==> src/rtl/sha256_msg_ctrl_pkg.sv <==
// Shared types and constants for the SHA-256 multi-block message sequencer.
package sha256_pkg;

    typedef logic [511:0] block_t;
    typedef logic [255:0] digest_t;

    localparam digest_t SHA256_IV = 256'h6a09e667_bb67ae85_3c6ef372_a54ff53a_510e527f_9b05688c_1f83d9ab_5be0cd19;

    typedef enum logic [1:0] {
        IDLE,
        ISSUE,
        WAIT,
        DONE
    } ctrl_state_t;

endpackage

==> src/rtl/sha256_msg_ctrl_if.sv <==
// Block stream, core and digest handshake signals of the SHA-256 message sequencer.
// The master modport is the controller's view; slave is the surrounding system's view.
interface sha256_msg_ctrl_if #(
    parameter int MAX_BLOCKS = 1024
);
    import sha256_pkg::*;

    localparam int CNT_W = $clog2(MAX_BLOCKS + 1);

    logic             blk_valid;
    logic             blk_ready;
    block_t           blk_data;
    logic             blk_last;
    digest_t          core_H_in;
    block_t           core_M_in;
    logic             core_input_valid;
    digest_t          core_H_out;
    logic             core_output_valid;
    digest_t          digest;
    logic             digest_valid;
    logic             digest_ready;
    logic             busy;
    logic [CNT_W-1:0] block_cnt;
    logic             err;

    modport master (
        input  blk_valid, blk_data, blk_last, core_H_out, core_output_valid, digest_ready,
        output blk_ready, core_H_in, core_M_in, core_input_valid, digest, digest_valid,
               busy, block_cnt, err
    );

    modport slave (
        output blk_valid, blk_data, blk_last, core_H_out, core_output_valid, digest_ready,
        input  blk_ready, core_H_in, core_M_in, core_input_valid, digest, digest_valid,
               busy, block_cnt, err
    );

endinterface

==> src/rtl/sha256_msg_ctrl.sv <==
// Sequences pre-padded 512-bit blocks through one sha256_block core, chaining H between blocks.
// Optional core-latency watchdog: define SHA256_MSG_CTRL_TIMEOUT_EN.
module sha256_msg_ctrl
    import sha256_pkg::*;
#(
    parameter int MAX_BLOCKS     = 1024,
    parameter int TIMEOUT_CYCLES = 128
) (
    input logic             clk,
    input logic             rst_n,
    sha256_msg_ctrl_if.master bus
);

    localparam int CNT_W = $clog2(MAX_BLOCKS + 1);

    if (MAX_BLOCKS < 1 || TIMEOUT_CYCLES < 1) begin : g_param_check
        $error("sha256_msg_ctrl: MAX_BLOCKS and TIMEOUT_CYCLES must be at least 1");
    end

    ctrl_state_t      state;
    digest_t          h_reg;
    block_t           m_reg;
    logic             last_reg;
    logic             blk_ready;
    logic             core_input_valid;
    logic             digest_valid;
    digest_t          digest;
    logic [CNT_W-1:0] block_cnt;
    logic             err;

`ifdef SHA256_MSG_CTRL_TIMEOUT_EN
    localparam int WAIT_W = $clog2(TIMEOUT_CYCLES + 1);
    logic [WAIT_W-1:0] wait_cnt;
`endif

    // In WAIT, blk_ready high marks the mid-message accept phase: the core is idle and
    // H_reg holds the chaining value until the source supplies the next block.
    always_ff @(posedge clk or negedge rst_n) begin
        if (!rst_n) begin
            state            <= IDLE;
            h_reg            <= SHA256_IV;
            m_reg            <= '0;
            last_reg         <= 1'b0;
            blk_ready        <= 1'b0;
            core_input_valid <= 1'b0;
            digest_valid     <= 1'b0;
            digest           <= '0;
            block_cnt        <= '0;
            err              <= 1'b0;
`ifdef SHA256_MSG_CTRL_TIMEOUT_EN
            wait_cnt         <= '0;
`endif
        end else begin
            core_input_valid <= 1'b0;
            case (state)
                IDLE: begin
                    blk_ready <= 1'b1;
                    if (bus.blk_valid && blk_ready) begin
                        m_reg            <= bus.blk_data;
                        last_reg         <= bus.blk_last;
                        h_reg            <= SHA256_IV;
                        block_cnt        <= '0;
                        err              <= 1'b0;
                        blk_ready        <= 1'b0;
                        core_input_valid <= 1'b1;
                        state            <= ISSUE;
                    end
                    if (bus.core_output_valid) begin
                        err <= 1'b1;
                    end
                end
                ISSUE: begin
                    state <= WAIT;
`ifdef SHA256_MSG_CTRL_TIMEOUT_EN
                    wait_cnt <= '0;
`endif
                    if (bus.core_output_valid) begin
                        err <= 1'b1;
                    end
                end
                WAIT: begin
                    if (blk_ready) begin
                        if (bus.core_output_valid) begin
                            err <= 1'b1;
                        end
                        if (bus.blk_valid) begin
                            m_reg            <= bus.blk_data;
                            last_reg         <= bus.blk_last;
                            blk_ready        <= 1'b0;
                            core_input_valid <= 1'b1;
                            state            <= ISSUE;
                        end
                    end else if (bus.core_output_valid) begin
                        h_reg     <= bus.core_H_out;
                        block_cnt <= block_cnt + CNT_W'(1);
                        // Hitting MAX_BLOCKS without a last block ends the message early, flagged.
                        if (last_reg || block_cnt == CNT_W'(MAX_BLOCKS - 1)) begin
                            digest       <= bus.core_H_out;
                            digest_valid <= 1'b1;
                            state        <= DONE;
                            if (!last_reg) begin
                                err <= 1'b1;
                            end
                        end else begin
                            blk_ready <= 1'b1;
                        end
                    end
`ifdef SHA256_MSG_CTRL_TIMEOUT_EN
                    else if (wait_cnt == WAIT_W'(TIMEOUT_CYCLES - 1)) begin
                        err          <= 1'b1;
                        digest       <= '0;
                        digest_valid <= 1'b1;
                        state        <= DONE;
                    end else begin
                        wait_cnt <= wait_cnt + WAIT_W'(1);
                    end
`endif
                end
                DONE: begin
                    if (bus.core_output_valid) begin
                        err <= 1'b1;
                    end
                    if (bus.digest_ready) begin
                        digest_valid <= 1'b0;
                        blk_ready    <= 1'b1;
                        state        <= IDLE;
                    end
                end
                default: state <= IDLE;
            endcase
        end
    end

    assign bus.blk_ready        = blk_ready;
    assign bus.core_H_in        = h_reg;
    assign bus.core_M_in        = m_reg;
    assign bus.core_input_valid = core_input_valid;
    assign bus.digest           = digest;
    assign bus.digest_valid     = digest_valid;
    assign bus.busy             = (state != IDLE);
    assign bus.block_cnt        = block_cnt;
    assign bus.err              = err;

endmodule
==> src/flat_wrapper.sv <==
// flat-port wrapper written by rule: the top's interface ports become plain ports
module sha256_msg_ctrl_flat import sha256_pkg::*;
#(
    parameter int MAX_BLOCKS     = 1024,
    parameter int TIMEOUT_CYCLES = 128
)
  (clk, rst_n, bus_blk_valid, bus_blk_data, bus_blk_last, bus_core_H_out, bus_core_output_valid, bus_digest_ready, bus_blk_ready, bus_core_H_in, bus_core_M_in, bus_core_input_valid, bus_digest, bus_digest_valid, bus_busy, bus_block_cnt, bus_err);
  sha256_msg_ctrl_if #(.MAX_BLOCKS(MAX_BLOCKS)) bus_i ();
  input logic clk;
  input logic rst_n;
  input wire logic [$bits(bus_i.blk_valid)-1:0] bus_blk_valid;
  input wire logic [$bits(bus_i.blk_data)-1:0] bus_blk_data;
  input wire logic [$bits(bus_i.blk_last)-1:0] bus_blk_last;
  input wire logic [$bits(bus_i.core_H_out)-1:0] bus_core_H_out;
  input wire logic [$bits(bus_i.core_output_valid)-1:0] bus_core_output_valid;
  input wire logic [$bits(bus_i.digest_ready)-1:0] bus_digest_ready;
  output wire logic [$bits(bus_i.blk_ready)-1:0] bus_blk_ready;
  output wire logic [$bits(bus_i.core_H_in)-1:0] bus_core_H_in;
  output wire logic [$bits(bus_i.core_M_in)-1:0] bus_core_M_in;
  output wire logic [$bits(bus_i.core_input_valid)-1:0] bus_core_input_valid;
  output wire logic [$bits(bus_i.digest)-1:0] bus_digest;
  output wire logic [$bits(bus_i.digest_valid)-1:0] bus_digest_valid;
  output wire logic [$bits(bus_i.busy)-1:0] bus_busy;
  output wire logic [$bits(bus_i.block_cnt)-1:0] bus_block_cnt;
  output wire logic [$bits(bus_i.err)-1:0] bus_err;
  assign bus_i.blk_valid = bus_blk_valid;
  assign bus_i.blk_data = bus_blk_data;
  assign bus_i.blk_last = bus_blk_last;
  assign bus_i.core_H_out = bus_core_H_out;
  assign bus_i.core_output_valid = bus_core_output_valid;
  assign bus_i.digest_ready = bus_digest_ready;
  assign bus_blk_ready = bus_i.blk_ready;
  assign bus_core_H_in = bus_i.core_H_in;
  assign bus_core_M_in = bus_i.core_M_in;
  assign bus_core_input_valid = bus_i.core_input_valid;
  assign bus_digest = bus_i.digest;
  assign bus_digest_valid = bus_i.digest_valid;
  assign bus_busy = bus_i.busy;
  assign bus_block_cnt = bus_i.block_cnt;
  assign bus_err = bus_i.err;
  sha256_msg_ctrl #(.MAX_BLOCKS(MAX_BLOCKS), .TIMEOUT_CYCLES(TIMEOUT_CYCLES)) u_core (.clk(clk), .rst_n(rst_n), .bus(bus_i));
endmodule
==> config.mk <==
export PLATFORM = sky130hd
export DESIGN_NAME = sha256_msg_ctrl_flat
export DESIGN_NICKNAME = d
export VERILOG_FILES = /design/src/rtl/sha256_msg_ctrl_pkg.sv /design/src/rtl/sha256_msg_ctrl_if.sv /design/src/rtl/sha256_msg_ctrl.sv /design/src/flat_wrapper.sv
export SDC_FILE = /design/constraint.sdc
export NUM_CORES = 1
export LEC_CHECK = 0
export CAP_MARGIN = 20
export CORE_AREA = 5 5 713 715
export CTS_BUF_LIST = sky130_fd_sc_hd__clkbuf_8
export CTS_CLUSTER_SIZE = 10
export DETAILED_ROUTE_END_ITERATION = 7
export DIE_AREA = 0 0 718 720
export GPL_TIMING_DRIVEN = 0
export PLACE_DENSITY = 0.36
export SLEW_MARGIN = 30
export SYNTH_ARGS = -nofsm -noshare
export SYNTH_HDL_FRONTEND = slang
export SYNTH_SLANG_ARGS = --single-unit
==> constraint.sdc <==
create_clock -name clk -period 2.6 [get_ports clk]
set_clock_uncertainty 0.05 [all_clocks]
set_input_delay 0.26 -clock clk [delete_from_list [all_inputs] [get_ports clk]]
set_output_delay 0.26 -clock clk [all_outputs]
set_load 0.005 [all_outputs]
== Yosys cells after proc, flatten, opt, wreduce, memory -nomap -nowiden ==
Cells that the tools add are included.

* $add $sub $neg: 1
* Multipliers: 0
* Divide/modulo/power cells: 0
* $lt $le $gt $ge: 0
* Equal/unequal tests: 16
* Shift-type cells: 0
* Mux-type cells: 47
* Bitwise operators: 1
* Reduce and logical (&&, ||, !) cells: 15

{| class="wikitable"
|+ Operator list
! operator !! count
|-
| $mux 512 || 3
|-
| $pmux 512 s2 || 1
|-
| $mux 256 || 3
|-
| $pmux 256 s2 || 1
|-
| $mux 11 || 3
|-
| $mux 1 || 23
|-
| $pmux 11 s2 || 1
|-
| $reduce_and 4->1 || 4
|-
| $mux 2 || 6
|-
| $add 11x1->11 const B || 1
|-
| $eq 11x10->1 const B || 1
|-
| $reduce_and 5->1 || 2
|-
| $ne 2x2->1 const B || 4
|-
| $pmux 2 s4 || 1
|-
| $ne 2x1->1 const B || 3
|-
| $ne 3x2->1 const B || 2
|-
| $ne 3x3->1 const B || 2
|-
| $pmux 1 s2 || 3
|-
| $pmux 1 s3 || 2
|-
| $reduce_bool 2->1 || 3
|-
| $eq 2x2->1 const B || 2
|-
| $ne 3x1->1 const B || 1
|-
| $reduce_bool 3->1 || 1
|-
| $eq 2x1->1 const B || 1
|-
| other kinds (6) || 6
|}

* Flip-flop bits (word level): 1042
* Latch bits: 0
* Memory bits (writable): 0
* ROM bits: 0
* Input bits: 774
* Output and inout bits: 1040
* Word-level logic and storage cells: 90
* Memories: 0

== Depth between registers and ports, before layout ==
Gate-level depths: netlist of run 1.

* Depth after elaboration: 6
* Gate-level depth with buffers: 8
* Mapped depth without buffers: 4

== Worst setup path before layout of run 1 ==
OpenSTA, ideal clock, no wires.

* Path type: reg-to-reg
* Start: reg u_core.block_cnt[0], in the netlist u_core.bus.block_cnt[0]
* End: reg u_core.digest[147], in the netlist u_core.bus.digest[147]
* Library setup time: 0.131 ns
* Data arrival time: 1.663 ns
* Data required time: 2.419 ns
* Path slack: 0.755 ns
* Cell stages (with the launch flop): 7
* Path buffers: 2
* Clock period less this slack: 1.845 ns
* Cell sequence: dfrtp_1 ha_1 and4b_1 a31oi_4 clkbuf_1 buf_2 o32ai_2

* Cells in the longest elaborated chain, start to end: 3

{| class="wikitable"
|+ Ends and longest elaborated chain
! what !! line !! text
|-
| start, declared || sha256_msg_ctrl.sv:28 || <nowiki>logic [CNT_W-1:0] block_cnt;</nowiki>
|-
| start signal, assigned || sha256_msg_ctrl.sv:95 || <nowiki>block_cnt <= block_cnt + CNT_W'(1);</nowiki>
|-
| $eq 11x10->1 || sha256_msg_ctrl.sv:97 || <nowiki>if (last_reg || block_cnt == CNT_W'(MAX_BLOCKS - 1)) begin</nowiki>
|-
| $logic_or 1x1->1 || sha256_msg_ctrl.sv:97 ||
|-
| $reduce_and 4->1 (no source line) || -- ||
|-
| end signal, assigned || sha256_msg_ctrl.sv:98 || <nowiki>digest <= bus.core_H_out;</nowiki>
|-
| end, declared || sha256_msg_ctrl.sv:27 || <nowiki>digest_t digest;</nowiki>
|}

Every way passes these cells.
A chain may end at the register's enable or synchronous reset.

== Worst setup path after layout of run 1 ==
* Start: reg u_core.block_cnt[0], in the netlist u_core.bus.block_cnt[0]
* End: reg u_core.digest[223], in the netlist u_core.bus.digest[223]

The elaborated chain is that of the path after synthesis.

==> flow_metrics.tcl, run 1 <==
set metrics [dict create \
    cts.sinks 1042 \
    die_x_um 718 \
    drv_cap 0 \
    cts_tree "yes" \
    critPathTopFamily "buffers and inverters" \
    clkLatencyLatePin_ns 1.03 \
    final_util_pct 16.4 \
    hold_path_class "primary input to flip-flop" \
    fin_setup_tns_ns 0 \
    crit_buf_inv 3 \
    cpPeakStageDelay_ns 0.43 \
    core_region_area_um2 501000 \
    reg2reg_from "u_core.bus.block_cnt[0]" \
    avgSynthCellArea_um2 13.4 \
    max_freq_mhz 397 \
    grt_max_degree 120 \
    fillerInstances 55817 \
    placed_area_um2 70000 \
    hpwl_mm 368 \
    numPortBuffers 1813 \
    report.final.hold_viol_count 0 \
    setup_viol 0 \
    syn_area_um2 43000 \
    htreeDepth 4 \
    ys_top_cells_by_area "dfrtp_1, mux2_2, dfstp_2" \
    routed_wl_mm 428 \
    postLayoutCellArea_um2 82300 \
    leakage_uw 0.0329 \
    route.detailed.drc 0 \
    chipHeight_um 720 \
    synth_edf_count 0 \
    grt_use_total_pct 15.9 \
    path_max_fanout 10 \
    ios 1814 \
    root_buffer "clkbuf_8" \
    power_density_nw_per_um2 1140 \
    synth_top_area_share_pct 52.7 \
    start_util_pct 8.59 \
    startpoint "u_core.bus.block_cnt[0]" \
    path_clk_slew_ns 0.06 \
    avgViaCountPerCell 3.18 \
    final_max_slew_viol_count 0 \
    rows 260 \
    synth_cell_types 46 \
    rsz0062_at_grt "yes" \
    seq_area_um2 26300 \
    peakVddDrop_v 0.000526 \
    seq_area_frac_synth_pct 61.0 \
    synthArstFlopShare_pct 100 \
    slew_headroom_pct 38.5 \
    die_area_um2 517000 \
    grt_pass1_wl_mm 534 \
    area_growth_pct 91.3 \
    fin_crit_ns 2.52 \
    finalCritPeriodShare_pct 97.0 \
    synth-warning-count 0 \
    cp_slowest_cell "dfrtp_1" \
    yosys.area.top_type "dfrtp_1" \
    firstDrtPassIters 7 \
    detail_route.wl_per_cell_um 33.1 \
    ys.flop_type "dfrtp_1" \
    netlist_instances 3198 \
    outcome "completed" \
    numCtsBuffers 228 \
    path_class "flip-flop to flip-flop" \
    grt_pass1_vias 44050 \
    syn_nets 3973 \
    critPathCaptureType "flip-flop" \
    start_kind "flip-flop" \
    finalWeightedCongestion 0.920 \
    drt_iter0_drc 2455 \
    nets 6789 \
    grt-ovfl-total 0 \
    largest_reg_flops 512 \
    worstPathCellList "ha_1 > and4b_1 > a31oi_4 > buf_4 > clkbuf_2 > buf_2 > o32ai_2" \
    critPathRequiredTime_ns 3.39 \
    dr_total_vias 41226 \
    multi_input_area_um2 14000 \
    antenna_found_initial 203 \
    synth_seq_cells 1042 \
    worstPathArrival_ns 3.31 \
    hold_start "bus_core_H_out[106]" \
    clock_path_buffers 4 \
    final_cell_mix "clkdlybuf4s50_1, dfrtp_1, dlygate4sd3_1" \
    final_common_cell "clkdlybuf4s50_1" \
    final_antenna_net_count 0 \
    worst_slew_pin_slew_ns 0.919 \
    final_layout_size_suffix_gt1_share_pct 22.0 \
]
==> per-stage QoR <==
step / instances / hold slack [ns] / total power (uW) / setup WS, ns
5_1_grt: 12895 / 0.0122 / 99200 / -0.0309
3_3_place_gp: 11692 / 0.416 / 75700 / -53.57
4_1_cts: 12881 / 0.00251 / 96400 / 0.000106
6_report: 12955 / 0.114 / 94100 / 0.0786
2_1_floorplan: 3198 / -0.0856 / 40400 / 0.755
3_5_place_dp: 11707 / 0.138 / 76000 / -0.940
==> layout make-up <==
cell class	count	area share, %
inverter	264	1.22
buffer	288	2.33
clock inverter	133	1.05
multi-input combinational	1604	17.1
clock buffer	283	4.73
antenna	74	0.225
tap	6681	10.2
sequential	1042	31.9
timing repair buffer	2586	31.3
==> metal layers <==
metal | up-vias | share of wire [%] | track usage, % | wire length (um)
met4 | 22 | 3.1 | 4.15 | 13300
li1 | 17293 | - | - | -
met5 | - | 0.033 | 0 | 140
met3 | 498 | 12 | 8.25 | 51700
met1 | 21306 | 40 | 19.1 | 173000
met2 | 2107 | 44 | 25.0 | 190000
==> cells by family (layout without fill, tap and decap cells) <==
logic type               count (synthesis)  in the layout  synth area share (%)
other                                    0             74                     0
flip-flops                            1042           1042                  61.0
multiplexers                           517            517                  13.5
AO/OA/AOI/OAI                          790            790                  15.8
AND/OR/NAND/NOR                        296            296                  3.24
buffers and inverters                  552           3554                  6.38
adder cells (fa/ha/maj)                  1              1                0.0291
==> synthesized netlist by cell type (2+ instances only) <==
cell type / instances
dfrtp_1: 906
mux2_2: 418
inv_1: 262
o21ai_0: 262
o32ai_2: 178
dfstp_2: 136
a21oi_1: 130
nor2_1: 125
nor3_1: 124
a22o_1: 121
clkbuf_1: 102
mux2_1: 95
o32ai_1: 79
buf_2: 66
buf_4: 63
buf_6: 44
a2bb2oi_1: 13
buf_1: 11
nand2_1: 11
nand3_1: 6
nand2b_1: 5
mux2i_1: 4
or3_1: 4
nand4bb_1: 3
and2_1: 2
and4_1: 2
inv_2: 2
nand4_1: 2
nor4_1: 2
o221ai_1: 2
o31ai_1: 2
or4_1: 2
==> worst register-to-register path, delay by kind of cell (launching register included) <==
kind	cells	cell delay [ns]
flops	1	0.43
simple gates	1	0.24
compound gates	2	0.35
buf+inv	3	0.98
fa+ha+maj	1	0.26
==> final timing paths <==
check | end | slack [ns] | depth (start not counted)
setup / recovery | u_core.bus.digest[223] | 0.08 | 7
hold / removal | u_core.bus.core_H_in[106] | 0.11 | 2
setup reg to reg | u_core.bus.digest[223] | 0.08 | 7
hold reg to reg | u_core.bus.core_M_in[196] | 0.43 | 1
max in group asynchronous | u_core.bus.core_H_in[168] | 0.22 | 7
min in group asynchronous | u_core.bus.core_M_in[334] | 0.40 | 4
==> power by group <==
part / internal [uW] / total (uW) / switching, uW
combinational: 19000 / 45500 / 26500
sequential: 23800 / 29000 / 5130
clock: 10500 / 19600 / 9150
total: 53300 / 94100 / 40800
==> repair_timing <==
item	in CTS	in global routing
endpoints found under the hold margin	1424	0
hold buffers	754	0
buffers inserted	4	0
setup endpoints to repair	1032	72
resized for setup	552	31
pin swaps	1	0
gates cloned	0	0
Power figures use the tool's default switching activity.
==> inputs of run 2 (changes only) <==
--- a/config.mk
+++ b/config.mk
@@ -12,6 +12,7 @@
 export DETAILED_ROUTE_END_ITERATION = 7
 export DIE_AREA = 0 0 718 720
 export GPL_TIMING_DRIVEN = 0
+export HOLD_SLACK_MARGIN = 0.08
 export PLACE_DENSITY = 0.36
 export SLEW_MARGIN = 30
 export SYNTH_ARGS = -nofsm -noshare
==> run 2 against run 1 <==
  * Die area stayed put
  * Cell count hardly changed
  * Via count is 0.39% higher
  * Clock power hardly changed
  * Critical endpoint is now u_core.bus.digest[192]
  * Core utilization hardly changed
  * Critical path type unchanged
  * Total power hardly changed
  * Largest power group unchanged
  * Global-route usage hardly changed
  * Sequential cell count stayed put
  * Sequential power hardly changed
==> flow_metrics.tcl, run 2 (synthesis gave the netlist of run 1 again) <==
set metrics [dict create \
    outcome "completed" \
    grt_use_total_pct 15.9 \
    critPathTopFamily "buffers and inverters" \
    cpPeakStageDelay_ns 0.43 \
    path_clk_slew_ns 0.06 \
    route.detailed.drc 0 \
    area_growth_pct 91.6 \
    hold_path_class "primary input to flip-flop" \
    detail_route.wl_per_cell_um 33.0 \
    fillerInstances 55811 \
    critPathRequiredTime_ns 3.41 \
    seq_area_um2 26300 \
    start_kind "flip-flop" \
    largest_reg_flops 512 \
    finalWeightedCongestion 0.920 \
    final_max_slew_viol_count 0 \
    fin_setup_tns_ns 0 \
    clkLatencyLatePin_ns 1.03 \
    die_area_um2 517000 \
    critPathCaptureType "flip-flop" \
    grt_max_degree 120 \
    power_density_nw_per_um2 1140 \
    ios 1814 \
    crit_cells 7 \
    drt_iter0_drc 2537 \
    grt_pass1_vias 44090 \
    cts.sinks 1042 \
    firstDrtPassIters 5 \
    rows 260 \
    final_common_cell "clkdlybuf4s50_1" \
    antenna_found_initial 197 \
    numCtsBuffers 228 \
    worst_slew_pin_slew_ns 1.01 \
    numPortBuffers 1813 \
    layout.cells.non_filler 12963 \
    worstPathCellList "ha_1 > and4b_1 > a31oi_4 > buf_4 > clkbuf_2 > buf_2 > o32ai_2" \
    die_x_um 718 \
    clock_path_buffers 4 \
    r2r_slack_ns 0.1 \
    multi_input_area_um2 14000 \
    post-place-cells 11707 \
    total_power_uw 94100 \
    core_region_area_um2 501000 \
    peakVddDrop_v 0.000524 \
    worstPathArrival_ns 3.31 \
    hpwl_mm 368 \
    slew_headroom_pct 33.0 \
    drv_cap 0 \
    setup_viol 0 \
    max_freq_mhz 400 \
    reg2reg_from "u_core.bus.block_cnt[0]" \
    path_class "flip-flop to flip-flop" \
    cts_tree "yes" \
    placed_area_um2 70000 \
    htreeDepth 4 \
    root_buffer "clkbuf_8" \
    dr_total_vias 41385 \
    postLayoutCellArea_um2 82400 \
    finalCritPeriodShare_pct 96.3 \
    avgViaCountPerCell 3.19 \
    leakage_uw 0.0330 \
    reg2reg_to "u_core.bus.digest[192]" \
    path_max_fanout 10 \
    rsz0062_at_grt "yes" \
    fin_crit_ns 2.50 \
    grt_pass1_wl_mm 534 \
    hold_start "bus_core_H_out[13]" \
    chipHeight_um 720 \
    cp_slowest_cell "dfrtp_1" \
    final_layout_size_suffix_gt1_share_pct 21.9 \
    startpoint "u_core.bus.block_cnt[0]" \
    crit_buf_inv 3 \
    crit_end "u_core.bus.digest[192]" \
    report.final.hold_viol_count 0 \
    final_antenna_net_count 0 \
    worstRegToRegCells 7 \
    start_util_pct 8.59 \
    nets 6802 \
    grt-ovfl-total 0 \
    finalHoldWorstSlack_ns 0.221 \
    routed_wl_mm 428 \
    final_cell_mix "clkdlybuf4s50_1, dfrtp_1, dlygate4sd3_1" \
]
## run 2: area by class of cell
class                           instances  share of cell area (%)
Clock buffer                          283                    4.73
Tap cell                             6681                    10.1
Inverter                              264                    1.22
Antenna cell                           69                   0.210
Clock inverter                        133                    1.05
Sequential cell                      1042                    31.9
Multi-Input combinational cell       1604                    17.0
Buffer                                288                    2.33
Timing Repair Buffer                 2599                    31.4
## run 2: repair_timing
action	in CTS	in global routing
resized for setup	552	31
endpoints found under the hold margin	1586	0
gates cloned	0	0
pin swaps	1	0
buffers inserted	4	0
setup endpoints to repair	1032	72
hold buffers	767	0
## run 2: report_power, final
group / internal (uW) / switching (uW) / total (uW)
clock network: 10500 / 9150 / 19600
registers: 23800 / 5140 / 29000
logic: 19000 / 26500 / 45600
total: 53300 / 40800 / 94100
## run 2: how the worst min path moves through the flow
| stage | to | slack, ns | depth (start not counted) |
|---|---|---|---|
| 3_5_place_dp | u_core.bus.core_M_in[332] | 0.14 | 1 |
| 2_1_floorplan | u_core.bus.blk_ready | -0.09 | 0 |
| 3_3_place_gp | u_core.bus.core_M_in[506] | 0.42 | 1 |
| 5_1_grt | u_core.bus.core_H_in[57] | 0.18 | 3 |
| 4_1_cts | u_core.bus.core_H_in[55] | 0.08 | 3 |
| 6_report | u_core.bus.core_H_in[13] | 0.22 | 2 |
## run 2: per-stage QoR
stage               setup slack (ns)  utilization, %
detailed placement            -0.940            14.0
CTS                         0.000106            16.4
global route                 -0.0319            16.4
floorplan                      0.755               -
global placement              -53.57            13.9
finish                        0.0974            16.5
## run 2: metal layers
layer,vias to the layer above,part of all wire (%),GRT usage [%]
met5,-,0.027,0
met1,21415,40,19.1
met3,501,12,8.14
li1,17309,-,-
met2,2142,44,25.0
met4,18,3.2,4.15
==> inputs of run 3 (changes only) <==
--- a/config.mk
+++ b/config.mk
@@ -11,9 +11,10 @@
 export CTS_CLUSTER_SIZE = 10
 export DETAILED_ROUTE_END_ITERATION = 7
 export DIE_AREA = 0 0 718 720
+export DONT_BUFFER_PORTS = 1
 export GPL_TIMING_DRIVEN = 0
 export HOLD_SLACK_MARGIN = 0.08
-export PLACE_DENSITY = 0.36
+export PLACE_DENSITY = 0.32
 export SLEW_MARGIN = 30
 export SYNTH_ARGS = -nofsm -noshare
 export SYNTH_HDL_FRONTEND = slang
==> run 3 against run 2 <==
  * Hold slack improved by 0.054 ns
  * Worst setup slack got worse by 0.056 ns
  * Total power decreased by 8.1%
  * Die area unchanged
  * Via count decreased by 4.7%
  * Cell area decreased by 9.3%
  * Combinational power decreased by 49%
  * Wire length increased by 2.3%
  * Count of clock-buffer cells in the layout decreased by 6
  * Critical endpoint is now u_core.bus.core_H_in[104]
  * Largest cell class is now flip-flops and latches
  * Largest power group is now registers
==> flow_metrics.tcl, run 3 (synthesis gave the netlist of run 1 again) <==
set metrics [dict create \
    routed_wl_mm 438 \
    final_layout_size_suffix_gt1_share_pct 25.6 \
    worstPathArrival_ns 3.50 \
    dp_slack_ns -0.841 \
    final_common_cell "dlygate4sd3_1" \
    clkLatencyLatePin_ns 1.03 \
    chipHeight_um 720 \
    power_frac_clock_pct 23.9 \
    power_frac_comb_pct 27.1 \
    dr_total_vias 39424 \
    fillerInstances 55645 \
    leakage_uw 0.0297 \
    hold_path_class "primary input to flip-flop" \
    hpwl_mm 363 \
    numPortBuffers 0 \
    largest_reg_flops 512 \
    outcome "completed" \
    p_sw_uw 41400 \
    grt_pass1_wl_mm 537 \
    firstDrtPassIters 6 \
    grt_use_total_pct 16.2 \
    start_util_pct 8.59 \
    final_antenna_net_count 0 \
    final_cell_mix "dlygate4sd3_1, dfrtp_1, mux2_2" \
    rsz0062_at_grt "no" \
    finalWorstSetupSlack_ns 0.0417 \
    htreeDepth 4 \
    final_max_slew_viol_count 0 \
    grt_max_degree 141 \
    grt-ovfl-total 0 \
    area_growth_pct 73.7 \
    drt_iter0_drc 2934 \
    grt_pass1_vias 41570 \
    path_max_fanout 10 \
    die_x_um 718 \
    drv_cap 0 \
    slew_headroom_pct 29.2 \
    intPower_uw 45100 \
    route.detailed.drc 0 \
    root_buffer "clkbuf_8" \
    die_area_um2 517000 \
    finalWeightedCongestion 0.984 \
    rows 260 \
    path_clk_slew_ns 0.08 \
    nets 5905 \
    cts_tree "yes" \
    setup_viol 0 \
    start_kind "flip-flop" \
    antenna_found_initial 218 \
    max_freq_mhz 391 \
    avgViaCountPerCell 3.24 \
    swShare_pct 47.9 \
    detail_route.wl_per_cell_um 36.0 \
    fin_setup_tns_ns 0 \
    numCtsBuffers 226 \
    critPathRequiredTime_ns 3.54 \
    report.final.hold_viol_count 0 \
    critPathCaptureType "flip-flop" \
    seq_power_share_pct 49.0 \
    worst_slew_pin_slew_ns 1.06 \
    clock_path_buffers 4 \
    finalCritPeriodShare_pct 98.4 \
    cts.sinks 1042 \
    ios 1814 \
    core_region_area_um2 501000 \
    fin_crit_ns 2.56 \
    path_class "flip-flop to flip-flop" \
    peakVddDrop_v 0.000589 \
    power_density_nw_per_um2 1160 \
]
run 3: cell count changes in the layout (fill, tap and decap cells not counted), moves of 14 or more:
| cell | change |
|---|---|
| clkdlybuf4s50_1 | -1399 |
| dlygate4sd3_1 | +889 |
| dlygate4sd2_1 | -372 |
| diode_2 | +92 |
| clkdlybuf4s15_2 | -28 |
| buf_12 | +22 |
| dfrtp_1 | +22 |
| dfrtp_2 | -22 |
| clkinv_2 | +19 |
| inv_1 | -14 |
run 3: critical path: stages, from the launching register on:
cell	delay, ns
dfrtp_2	0.46
buf_2	0.20
and4bb_2	0.29
nor2_4	0.23
buf_6	0.35
buf_16	0.22
buf_4	0.40
a22o_1	0.22
run 3: final cells by class:
class	count	area [um2]	area share, %
clock buffers	277	3810	5.10
well taps	6681	8360	11.2
flip-flops and latches	1042	26300	35.1
inverters	264	996	1.33
diodes	161	403	0.539
multi-input cells	1604	14100	18.8
clock inverters	144	1140	1.52
plain buffers	287	1990	2.66
repair buffers	1705	17700	23.7
run 3: power groups by stage:
stage	clock (uW)	combinational (uW)	sequential [uW]
after floorplan	0	12600	27900
after global placement	0	18900	43700
after detailed placement	0	20000	43200
after CTS	21600	23800	43000
after global routing	22100	25300	43800
final	20700	23400	42400
run 3: repair_timing:
action                                  4_1_cts  5_1_grt
buffers inserted                              4        0
endpoints found under the hold margin      1607      124
gates resized for setup                      58       26
pin swaps                                     1        0
cloned                                        1        2
endpoints found under the setup margin      840      500
hold buffers                               1668       10
run 3: stage by stage:
step	util, %	power, uW	cells	hold slack [ns]	area (um2)
detailed placement	10.4	63200	9900	-0.0848	52000
CTS	14.8	88300	11993	-0.507	74100
finish	14.9	86500	12165	0.275	74700
global route	14.9	91200	12069	0.182	74500
global placement	10.3	62600	9879	-0.0530	51400
floorplan	-	40400	3198	-0.0856	43000
run 3: layer usage:
layer	part of all wire (%)	vias to the layer above	track usage, %	wire, um
met4	3.7	90	5.09	16100
met3	15	660	11.3	67600
met2	45	2563	25.6	197000
li1	-	15618	-	-
met5	0.17	-	0	747
met1	36	20493	17.2	157000
run 3: path summary, 6_finish.rpt:
| check | from | end | slack [ns] | cells after the start |
|---|---|---|---|---|
| max | u_core.bus.blk_ready | u_core.bus.core_H_in[104] | 0.04 | 7 |
| min | bus_core_H_out[156] | u_core.bus.core_H_in[156] | 0.28 | 2 |
| max reg2reg | u_core.bus.blk_ready | u_core.bus.core_H_in[104] | 0.04 | 7 |
| min reg2reg | u_core.bus.core_H_in[164] | u_core.bus.core_H_in[164] | 0.47 | 1 |
| max in group asynchronous | rst_n | u_core.bus.core_H_in[82] | 0.08 | 15 |
| min in group asynchronous | rst_n | u_core.bus.core_M_in[342] | 0.69 | 11 |
